## src/rtl/filter_ctrl_pkg.sv

```systemverilog
`default_nettype none
// ============================================================================
//  Module      : filter_ctrl_pkg
//  Description : Shared constants, types and helpers for the filter_ctrl block
//  Revision    : 1.0  initial release
// ============================================================================
package filter_ctrl_pkg;

    // Switch indices that select the target group of the four keys
    localparam int unsigned T0_SW = 1;
    localparam int unsigned T1_SW = 2;
    localparam int unsigned T2_SW = 5;

    // Key roles within the selected target group
    localparam int unsigned INC_A = 0;
    localparam int unsigned DEC_A = 1;
    localparam int unsigned INC_B = 2;
    localparam int unsigned DEC_B = 3;

    // Slot order of the packed lvl output, LSB slot first
    localparam int unsigned SLOT_BRI     = 0;
    localparam int unsigned SLOT_CON     = 1;
    localparam int unsigned SLOT_GAUSS_A = 2;
    localparam int unsigned SLOT_GAUSS_B = 3;
    localparam int unsigned SLOT_CLR_A   = 4;
    localparam int unsigned SLOT_CLR_B   = 5;
    localparam int unsigned NUM_SLOTS    = 6;

    typedef enum logic [1:0] {
        TGT_BC    = 2'd0,
        TGT_GAUSS = 2'd1,
        TGT_CLR   = 2'd2
    } target_e;

    function automatic int unsigned lvl_default(input int unsigned w);
        return 32'd1 << (w - 32'd1);
    endfunction

endpackage
`default_nettype wire

```

## src/rtl/filter_ctrl_key_debounce.sv

```systemverilog
`default_nettype none
// ============================================================================
//  Module      : key_debounce
//  Description : Per-key 2-flop synchroniser, debounce and press-edge pulse.
//                FILTER_CTRL_AUTOREPEAT_EN adds periodic repeat pulses.
//  Revision    : 1.0  initial release
// ============================================================================
module key_debounce #(
    parameter int unsigned DEB_CYC    = 50000
`ifdef FILTER_CTRL_AUTOREPEAT_EN
    , parameter int unsigned REPEAT_CYC = 12500000
`endif
) (
    input  logic clk,
    input  logic rst,
    input  logic i_key_n,
    output logic o_pulse
);

    localparam int unsigned    c_DEB_W    = (DEB_CYC > 1) ? $clog2(DEB_CYC) : 1;
    localparam logic [c_DEB_W-1:0] c_DEB_LAST = c_DEB_W'(DEB_CYC - 1);
    localparam logic [c_DEB_W-1:0] c_DEB_ONE  = c_DEB_W'(1);

    logic               r_sync1;
    logic               r_sync2;
    logic [1:0]         r_vld;
    logic               r_armed;
    logic               r_stable;
    logic [c_DEB_W-1:0] r_cnt;
    logic               r_pulse;
    logic               w_take;
    logic               w_press;

    assign w_take  = (r_sync2 != r_stable) && (r_cnt == c_DEB_LAST);
    // A key held through reset is only armed once a real released sample arrives
    assign w_press = w_take && r_stable && r_armed;

    always_ff @(posedge clk) begin
        if (rst) begin
            r_sync1  <= 1'b1;
            r_sync2  <= 1'b1;
            r_vld    <= 2'b00;
            r_armed  <= 1'b0;
            r_stable <= 1'b1;
            r_cnt    <= '0;
        end else begin
            r_sync1 <= i_key_n;
            r_sync2 <= r_sync1;
            r_vld   <= {r_vld[0], 1'b1};
            if (r_vld[1] && r_sync2) begin
                r_armed <= 1'b1;
            end
            if (r_sync2 == r_stable) begin
                r_cnt <= '0;
            end else if (w_take) begin
                r_stable <= r_sync2;
                r_cnt    <= '0;
            end else begin
                r_cnt <= r_cnt + c_DEB_ONE;
            end
        end
    end

`ifdef FILTER_CTRL_AUTOREPEAT_EN
    localparam int unsigned        c_RPT_W    = $clog2(REPEAT_CYC);
    localparam logic [c_RPT_W-1:0] c_RPT_LAST = c_RPT_W'(REPEAT_CYC - 1);
    localparam logic [c_RPT_W-1:0] c_RPT_ONE  = c_RPT_W'(1);

    logic               r_rep_act;
    logic [c_RPT_W-1:0] r_rcnt;
    logic               w_repeat;

    assign w_repeat = r_rep_act && !r_stable && (r_rcnt == c_RPT_LAST);

    always_ff @(posedge clk) begin
        if (rst) begin
            r_rep_act <= 1'b0;
            r_rcnt    <= '0;
            r_pulse   <= 1'b0;
        end else begin
            r_pulse <= w_press | w_repeat;
            if (w_press) begin
                r_rep_act <= 1'b1;
                r_rcnt    <= '0;
            end else if (r_stable) begin
                r_rep_act <= 1'b0;
                r_rcnt    <= '0;
            end else if (r_rep_act) begin
                r_rcnt <= w_repeat ? '0 : r_rcnt + c_RPT_ONE;
            end
        end
    end
`else
    always_ff @(posedge clk) begin
        if (rst) begin
            r_pulse <= 1'b0;
        end else begin
            r_pulse <= w_press;
        end
    end
`endif

    assign o_pulse = r_pulse;

endmodule
`default_nettype wire

```

## src/rtl/filter_ctrl.sv

```systemverilog
`default_nettype none
// ============================================================================
//  Module      : filter_ctrl
//  Description : KEY/SW user control for the filter pipeline; saturating level
//                registers with frame-synchronous shadow outputs.
//                Optional autorepeat: FILTER_CTRL_AUTOREPEAT_EN.
//  Revision    : 1.0  initial release
// ============================================================================
module filter_ctrl
    import filter_ctrl_pkg::*;
#(
    parameter int unsigned NUM_SW     = 10,
    parameter int unsigned NUM_KEYS   = 4,
    parameter int unsigned LVL_W      = 4,
    parameter int unsigned DEB_CYC    = 50000,
    parameter int unsigned REPEAT_CYC = 12500000
) (
    input  logic                       clk,
    input  logic                       rst,
    input  logic [NUM_SW-1:0]          SW,
    input  logic [NUM_KEYS-1:0]        KEY,
    input  logic                       frame_start,
    output logic [NUM_SW-1:0]          en,
    output logic [NUM_KEYS-1:0]        key_pulse,
    output logic [NUM_SLOTS*LVL_W-1:0] lvl
);

    localparam logic [LVL_W-1:0] c_LVL_DEF = LVL_W'(lvl_default(LVL_W));
    localparam logic [LVL_W-1:0] c_LVL_MAX = {LVL_W{1'b1}};
    localparam logic [LVL_W-1:0] c_LVL_ONE = LVL_W'(1);

    if (NUM_KEYS != 4 || NUM_SW <= T2_SW || LVL_W < 2 || DEB_CYC < 1 || REPEAT_CYC < 2) begin : g_param_check
        $error("filter_ctrl: unsupported parameter set");
    end

    logic [NUM_SW-1:0]   r_sw_s1;
    logic [NUM_SW-1:0]   r_sw_s2;
    logic [NUM_SW-1:0]   r_en;
    logic [NUM_KEYS-1:0] w_key_pulse;
    target_e             w_tgt;
    logic                w_tgt_vld;

    always_ff @(posedge clk) begin
        if (rst) begin
            r_sw_s1 <= '0;
            r_sw_s2 <= '0;
            r_en    <= '0;
        end else begin
            r_sw_s1 <= SW;
            r_sw_s2 <= r_sw_s1;
            if (frame_start) begin
                r_en <= r_sw_s2;
            end
        end
    end

    assign en = r_en;

    for (genvar k = 0; k < NUM_KEYS; k++) begin : g_key
`ifdef FILTER_CTRL_AUTOREPEAT_EN
        key_debounce #(
            .DEB_CYC    (DEB_CYC),
            .REPEAT_CYC (REPEAT_CYC)
        ) u_key_debounce (
            .clk     (clk),
            .rst     (rst),
            .i_key_n (KEY[k]),
            .o_pulse (w_key_pulse[k])
        );
`else
        key_debounce #(
            .DEB_CYC (DEB_CYC)
        ) u_key_debounce (
            .clk     (clk),
            .rst     (rst),
            .i_key_n (KEY[k]),
            .o_pulse (w_key_pulse[k])
        );
`endif
    end

    assign key_pulse = w_key_pulse;

    // Lowest-index asserted target switch wins
    always_comb begin
        w_tgt     = TGT_BC;
        w_tgt_vld = 1'b0;
        if (r_sw_s2[T0_SW]) begin
            w_tgt     = TGT_BC;
            w_tgt_vld = 1'b1;
        end else if (r_sw_s2[T1_SW]) begin
            w_tgt     = TGT_GAUSS;
            w_tgt_vld = 1'b1;
        end else if (r_sw_s2[T2_SW]) begin
            w_tgt     = TGT_CLR;
            w_tgt_vld = 1'b1;
        end
    end

    // Even slots are driven by the A key pair, odd slots by the B pair
    for (genvar s = 0; s < NUM_SLOTS; s++) begin : g_slot
        localparam int unsigned c_TGT   = s / 2;
        localparam int unsigned c_INC_K = (s % 2 == 0) ? INC_A : INC_B;
        localparam int unsigned c_DEC_K = (s % 2 == 0) ? DEC_A : DEC_B;

        logic             w_sel;
        logic             w_inc;
        logic             w_dec;
        logic [LVL_W-1:0] w_next;
        logic [LVL_W-1:0] r_work;
        logic [LVL_W-1:0] r_shadow;

        assign w_sel = w_tgt_vld && (w_tgt == target_e'(c_TGT));
        assign w_inc = w_sel && w_key_pulse[c_INC_K];
        assign w_dec = w_sel && w_key_pulse[c_DEC_K];

        always_comb begin
            w_next = r_work;
            if (w_inc && !w_dec && (r_work != c_LVL_MAX)) begin
                w_next = r_work + c_LVL_ONE;
            end else if (w_dec && !w_inc && (r_work != '0)) begin
                w_next = r_work - c_LVL_ONE;
            end
        end

        // Shadow samples r_work before this cycle's update lands
        always_ff @(posedge clk) begin
            if (rst) begin
                r_work   <= c_LVL_DEF;
                r_shadow <= c_LVL_DEF;
            end else begin
                r_work <= w_next;
                if (frame_start) begin
                    r_shadow <= r_work;
                end
            end
        end

        assign lvl[s*LVL_W +: LVL_W] = r_shadow;
    end

endmodule
`default_nettype wire

```

## config.mk

```make
export PLATFORM = sky130hd
export DESIGN_NAME = filter_ctrl
export DESIGN_NICKNAME = d
export VERILOG_FILES = /design/src/rtl/filter_ctrl_pkg.sv /design/src/rtl/filter_ctrl_key_debounce.sv /design/src/rtl/filter_ctrl.sv
export SDC_FILE = /design/constraint.sdc
export NUM_CORES = 1
export LEC_CHECK = 0
export ABC_AREA = 1
export CORE_ASPECT_RATIO = 1.2
export CORE_MARGIN = 10
export CORE_UTILIZATION = 56
export CTS_CLUSTER_SIZE = 30
export DETAILED_ROUTE_END_ITERATION = 6
export PLACE_DENSITY = 0.77
export RECOVER_POWER = 25
export SLEW_MARGIN = 20
export SYNTH_ARGS = -nofsm -noshare
export SYNTH_HDL_FRONTEND = slang
export SYNTH_SLANG_ARGS = --single-unit
```

## constraint.sdc

```tcl
create_clock -name clk -period 2.3 [get_ports clk]
set_input_delay 0.575 -clock clk [delete_from_list [all_inputs] [get_ports clk]]
set_output_delay 0.575 -clock clk [all_outputs]
set_load 0.03 [all_outputs]
```

Word-level counts from Yosys, hierarchy flattened:

Cells that the tools add are included.

* flip-flop bits (word level): 170
* input bits: 17
* output and inout bits: 38
* logic and storage cells: 197

* add/sub/neg operators: 16
* equal/unequal tests: 20
* mux-type cells: 22
* bitwise logic cells: 4
* reductions and logical operators: 88

Operator list (count)
* adder 16 x 1 -> 16 bit, second input constant: 4
* == test 16 bit, second input constant: 4
* logical AND 1 bit: 55
* 2-to-1 mux 4 bit: 12
* adder 4 x 1 -> 4 bit, second input constant: 6
* inequality test 4 bit, second input constant: 6
* nonzero test 4 bit: 6
* subtractor 4 x 1 -> 4 bit, second input constant: 6
* zero test 1 bit: 12
* nonzero test 2 bit: 6
* OR reduction 3 bit: 4
* AND reduction 2 bit: 4
* 2-to-1 mux 1 bit: 7
* 2-to-1 mux 2 bit: 3
* == test 1 bit: 4
* inequality test 1 bit: 4
* inverter 1 bit: 4
* == test 2 x 1 -> 1 bit, second input constant: 1
* == test 2 bit, second input constant: 1
* zero test 2 bit: 1

Logic depth before layout (Yosys ltp):

* depth in word-level cells: 11
* depth in mapped cells: 12

Hierarchy:

Synthesis repeated with hierarchy kept, for this count alone.

* cell total of the unflattened synthesis: 1002
* area, all modules: 7753.7 um^2

By module, submodules not included
* filter_ctrl: times used 1, cells an instance 431, area an instance 3424.5 um^2
* key_debounce (g_key[0].u_key_debounce ...): times used 3, cells an instance 143, area an instance 1102.3 um^2
* key_debounce (g_key[3].u_key_debounce): times used 1, cells an instance 142, area an instance 1022.2 um^2

Worst setup path after synthesis:

No wires, ideal clock.

* path kind: register to register
* from: reg r_sw_s2[1]
* to: reg g_slot[3].r_work[3]
* library setup time: 0.122 ns
* arrival time: 1.594 ns
* required time: 2.178 ns
* path slack: 0.584 ns
* stages on the path, launching flop included: 12
* buffers on the path: 0
* period minus slack after synthesis: 1.716 ns
* path through: dfxtp_1 inv_2 nand2_1 nor2_1 nand2_1 ha_1 a21oi_1 nand2_1 nand2_1 nand3_1 nand2_1 nand3_1

* word-level cells in the longest chain between the ends: 8

Ends and longest elaborated chain
* start, declared: RTL line filter_ctrl.sv:37 `logic [NUM_SW-1:0] r_sw_s2;`
* start signal, assigned: RTL line filter_ctrl.sv:50 `r_sw_s2 <= r_sw_s1;`
* 2-to-1 mux 2 bit: RTL line filter_ctrl.sv:88 `if (r_sw_s2[T0_SW]) begin`
* == test 2 x 1 -> 1 bit: RTL line filter_ctrl.sv:113 `assign w_sel = w_tgt_vld && (w_tgt == target_e'(c_TGT));`
* logical AND 1 bit (*): RTL line filter_ctrl.sv:113
* logical AND 1 bit, on equally long branches: RTL line filter_ctrl.sv:115, filter_ctrl.sv:114
* zero test 1 bit, on equally long branches: RTL line filter_ctrl.sv:119, filter_ctrl.sv:121
* logical AND 1 bit, on equally long branches (2 in series): RTL line filter_ctrl.sv:119, filter_ctrl.sv:121
* 2-to-1 mux 4 bit / nonzero test 2 bit (equally long branches)
* end signal, assigned: RTL line filter_ctrl.sv:129 `r_work <= c_LVL_DEF;`
* end signal, assigned: RTL line filter_ctrl.sv:132 `r_work <= w_next;`
* end, declared: RTL line filter_ctrl.sv:110 `logic [LVL_W-1:0] r_work;`

Every way passes the cells marked *; elsewhere a longest branch is shown, timed or not.
A chain may end at the register's enable or synchronous reset.

Worst setup path after layout:

* from: reg g_key[1].u_key_debounce.r_pulse
* to: out key_pulse[1]

RTL lines
* start, declared: RTL line filter_ctrl_key_debounce.sv:30 `logic r_pulse;`
* start signal, assigned: RTL line filter_ctrl_key_debounce.sv:98 `r_pulse <= w_press;`
* end, declared: RTL line filter_ctrl.sv:24 `output logic [NUM_KEYS-1:0] key_pulse,`

No word-level cell between the ends.

==> flow_summary.toml <==
[outcome]
status = "complete, no violations"

[pwr]
pwr_density_cell_nw_per_um2 = 723.9
power_leakage_uw = 0.003193
largest_vdd_supply_drop_uv = 468.0

[synth]
synth-main-ff-cell = "dfxtp_1"
net_count_synth = 1004
proportion_of_synthesized_flip_flops_having_asynchronous_set_or_reset_pct = 0
yosys_register_bits = 164
seq_total_area_yosys_pct = 44.63
top_cells_by_area_in_the_synthesized_netlist = "dfxtp_1 45%, nand2_1 7.5%, nor2_1 7.5%"
netlist-cell-type-count = 38
yosysTopAreaCellShare_pct = 44.63
synth_most_common_cell = "dfxtp_1"
synthDominantAreaCellType = "dfxtp_1"
netlist_top_cells_count = "164 x dfxtp_1, 147 x nand2_1, 147 x nor2_1"
mappedNetlistArea_sq_um = 7357
mapped_cells = 965
synth-edff-count = 0
synth.yosys.warnings = 0
synthesis.area_per_instance_sq_um = 7.624

[critical_path]
maximum_cell_stage_delay_along_the_critical_path_ns = 0.70
worst-r2r-setup-slack_ns = 0.31
worstPathMaxFanout = 3
critical_path_arrival_ns = 1.53
crit_type = "reg2out"
startpoint_types = "flip-flop"
critical_path.endpoint_type = "output pin"
path_buf_inv = 1
cp_slowest_cell = "clkdlybuf4s50_1"
timing.rr.start = "r_sw_s2[1]"
crit_family = "buffers and inverters"
critical_path_required_ns = 1.73
reg2regPathDepth = 11
critical_path.cell_chain = "clkdlybuf4s50_1"
crit-reg2reg-capture = "g_slot[3].r_work[3]"

[cts]
clkLatencyLatePin_ns = 0.43
cts_setup_buffers = 0
cell_chosen_for_the_clock_root = "clkbuf_16"
numClockSinks = 164
postCtsHoldBufs = 0
cts_htree_levels = 4
post_cts_resize_count = 0
cts-buffers-inserted = 17
cts_tree = "yes"
clockBufferDepth = 2
clkTransAtPathRegs_ns = 0.06

[global_routing]
grt_first_pass_wirelength_microns = 26610
maximum_number_of_pins_on_one_net_before_global_route_repair = 44
first_global_vias = 5877
global_route.usage.total_pct = 17.05
grt.overflow.total = 0
antenna_found_initial = 0

[cells_and_area]
finalNonFillerCells = 1195
n_antenna_cell = 0
layout-area-overhead-vs-synth_pct = 17.02
nNetsFinal = 1057
drive_gt1_share_pct = 9.990
layout.filler_cells = 1067

[placement]
finalWeightedCongestion = 0.8915
place_inst = 1163
post-dp-hpwl_microns = 10850
placement.io_buffers = 54

[route]
antenna_violating_nets_post_route = 0
routedWlPerCell_microns = 12.72
drt_pass1_iterations = 5
num_vias = 6220
detail_route.vias_per_cell = 5.205
drt-initial-drc-count = 453
postRouteWirelength_microns = 15200
drc = 0

[sta]
grt_setup_unrepaired = "false"
finalClockSkew_ns = 0.007080
fin_crit_sh_pct = 91.36
tightest_slew_ns = 0.7878
timing.slew.headroom_pct = 47.48
clock.fmax_mhz = 475.9
finalMaxSlewViolations = 0
finalSetupTns_ns = 0
timing.final.setup_violations = 0
period_needed_ns = 2.101
final_hold_violating_endpoints = 0

[die]
starting_density_of_the_core_pct = 57.56
rows = 45
core_area_sq_um = 12780
io_pins = 55
fp.dieW_microns = 124.6
die_h_microns = 145.6
die_area_sq_um = 18140

[hold_path]
hp-class = "reg2reg"
hp-start = "g_key[3].u_key_debounce.r_sync1"
worstHoldPathCells = 1
hold_path_end = "g_key[3].u_key_debounce.r_sync2"

[run]
maxCapViolCount = 0
## cell type report
cell class	instances	area [sq um]	area share, %
Sequential cell	164	3283	38.13
Timing Repair Buffer	60	571.8	6.641
Inverter	115	432.9	5.028
Tap cell	164	205.2	2.383
Clock buffer	21	460.4	5.348
Multi-Input combinational cell	660	3480	40.42
Clock inverter	11	176.4	2.049
## cells by family (layout without fill, tap and decap cells)
| family | count (synthesis) | count (layout) | share of synthesized area (%) |
|---|---|---|---|
| compound gates | 137 | 137 | 10.26 |
| fa+ha+maj | 22 | 22 | 4.354 |
| buf+inv | 141 | 207 | 8.078 |
| xor+xnor | 19 | 19 | 2.262 |
| flops | 164 | 164 | 44.63 |
| simple gates | 482 | 482 | 30.43 |
## sequential cells by signal, indices dropped and copies added (netlist names)
signal and count:
r_sw_s1 10, g_key.u_key_debounce.r_stable 4, g_key.u_key_debounce.r_cnt 64, g_key.u_key_debounce.r_sync1 4
g_key.u_key_debounce.o_pulse 4, r_sw_s2 10, g_key.u_key_debounce.r_vld 2, en 10
g_key.u_key_debounce.r_armed 4, g_key.u_key_debounce.r_sync2 4, g_slot.r_shadow 24, g_slot.r_work 24
## metrics by stage
step / power, uW / hold slack [ns] / setup WS (ns) / area (sq um) / util, %
4_1_cts: 6291 / 0.4066 / 0.1710 / 8623 / 67.47
6_report: 6233 / 0.4024 / 0.1987 / 8610 / 67.36
3_3_place_gp: 3283 / 0.3892 / 0.3121 / 7986 / 62.49
5_1_grt: 6462 / 0.4049 / 0.02663 / 8610 / 67.36
2_1_floorplan: 3169 / 0.3883 / 0.5843 / 7357 / -
3_5_place_dp: 3289 / 0.3927 / 0.2476 / 7986 / 62.49
## routing by layer
metal	routed length [microns]	vias up	track usage, %	share of wire, %
li1	-	3257	-	-
met1	6925	2817	20.18	46
met2	7409	122	28.97	49
met3	624	24	4.476	4.1
met4	240	0	5.951	1.6
met5	0	-	0	0
## worst max-delay path by stage
stage,from,to,slack [ns],cells past startpoint
finish,g_key[1].u_key_debounce.o_pulse,key_pulse[1],0.20,1
global route,r_sw_s2[1],g_slot[3].r_work[3],0.03,11
CTS,g_key[0].u_key_debounce.o_pulse,key_pulse[0],0.17,1
detailed placement,rst,g_key[3].u_key_debounce.r_cnt[3],0.25,6
global placement,rst,g_key[2].u_key_debounce.r_cnt[2],0.31,6
floorplan,r_sw_s2[1],g_slot[3].r_work[3],0.58,11
## placed cells by master, fill, tap and decap left out, drive strengths merged, types with 8 or more instances in the layout
cell	synthesis	routed
clkdlybuf4s50	0	53
xnor2	9	9
xor2	10	10
ha	16	16
clkinv	2	8
inv	113	113
nor2	165	165
nor3	29	29
or2	9	9
a21oi	70	70
o21ai	57	57
nand3	78	78
nand2	155	155
nand4	41	41
clkbuf	11	25
dfxtp	164	164
## report_power, final
part	switching (uW)	internal, uW
clock network	1130	1880
registers	29.9	2900
logic	173	114
Note: power is estimated with default switching activity, not from simulation.
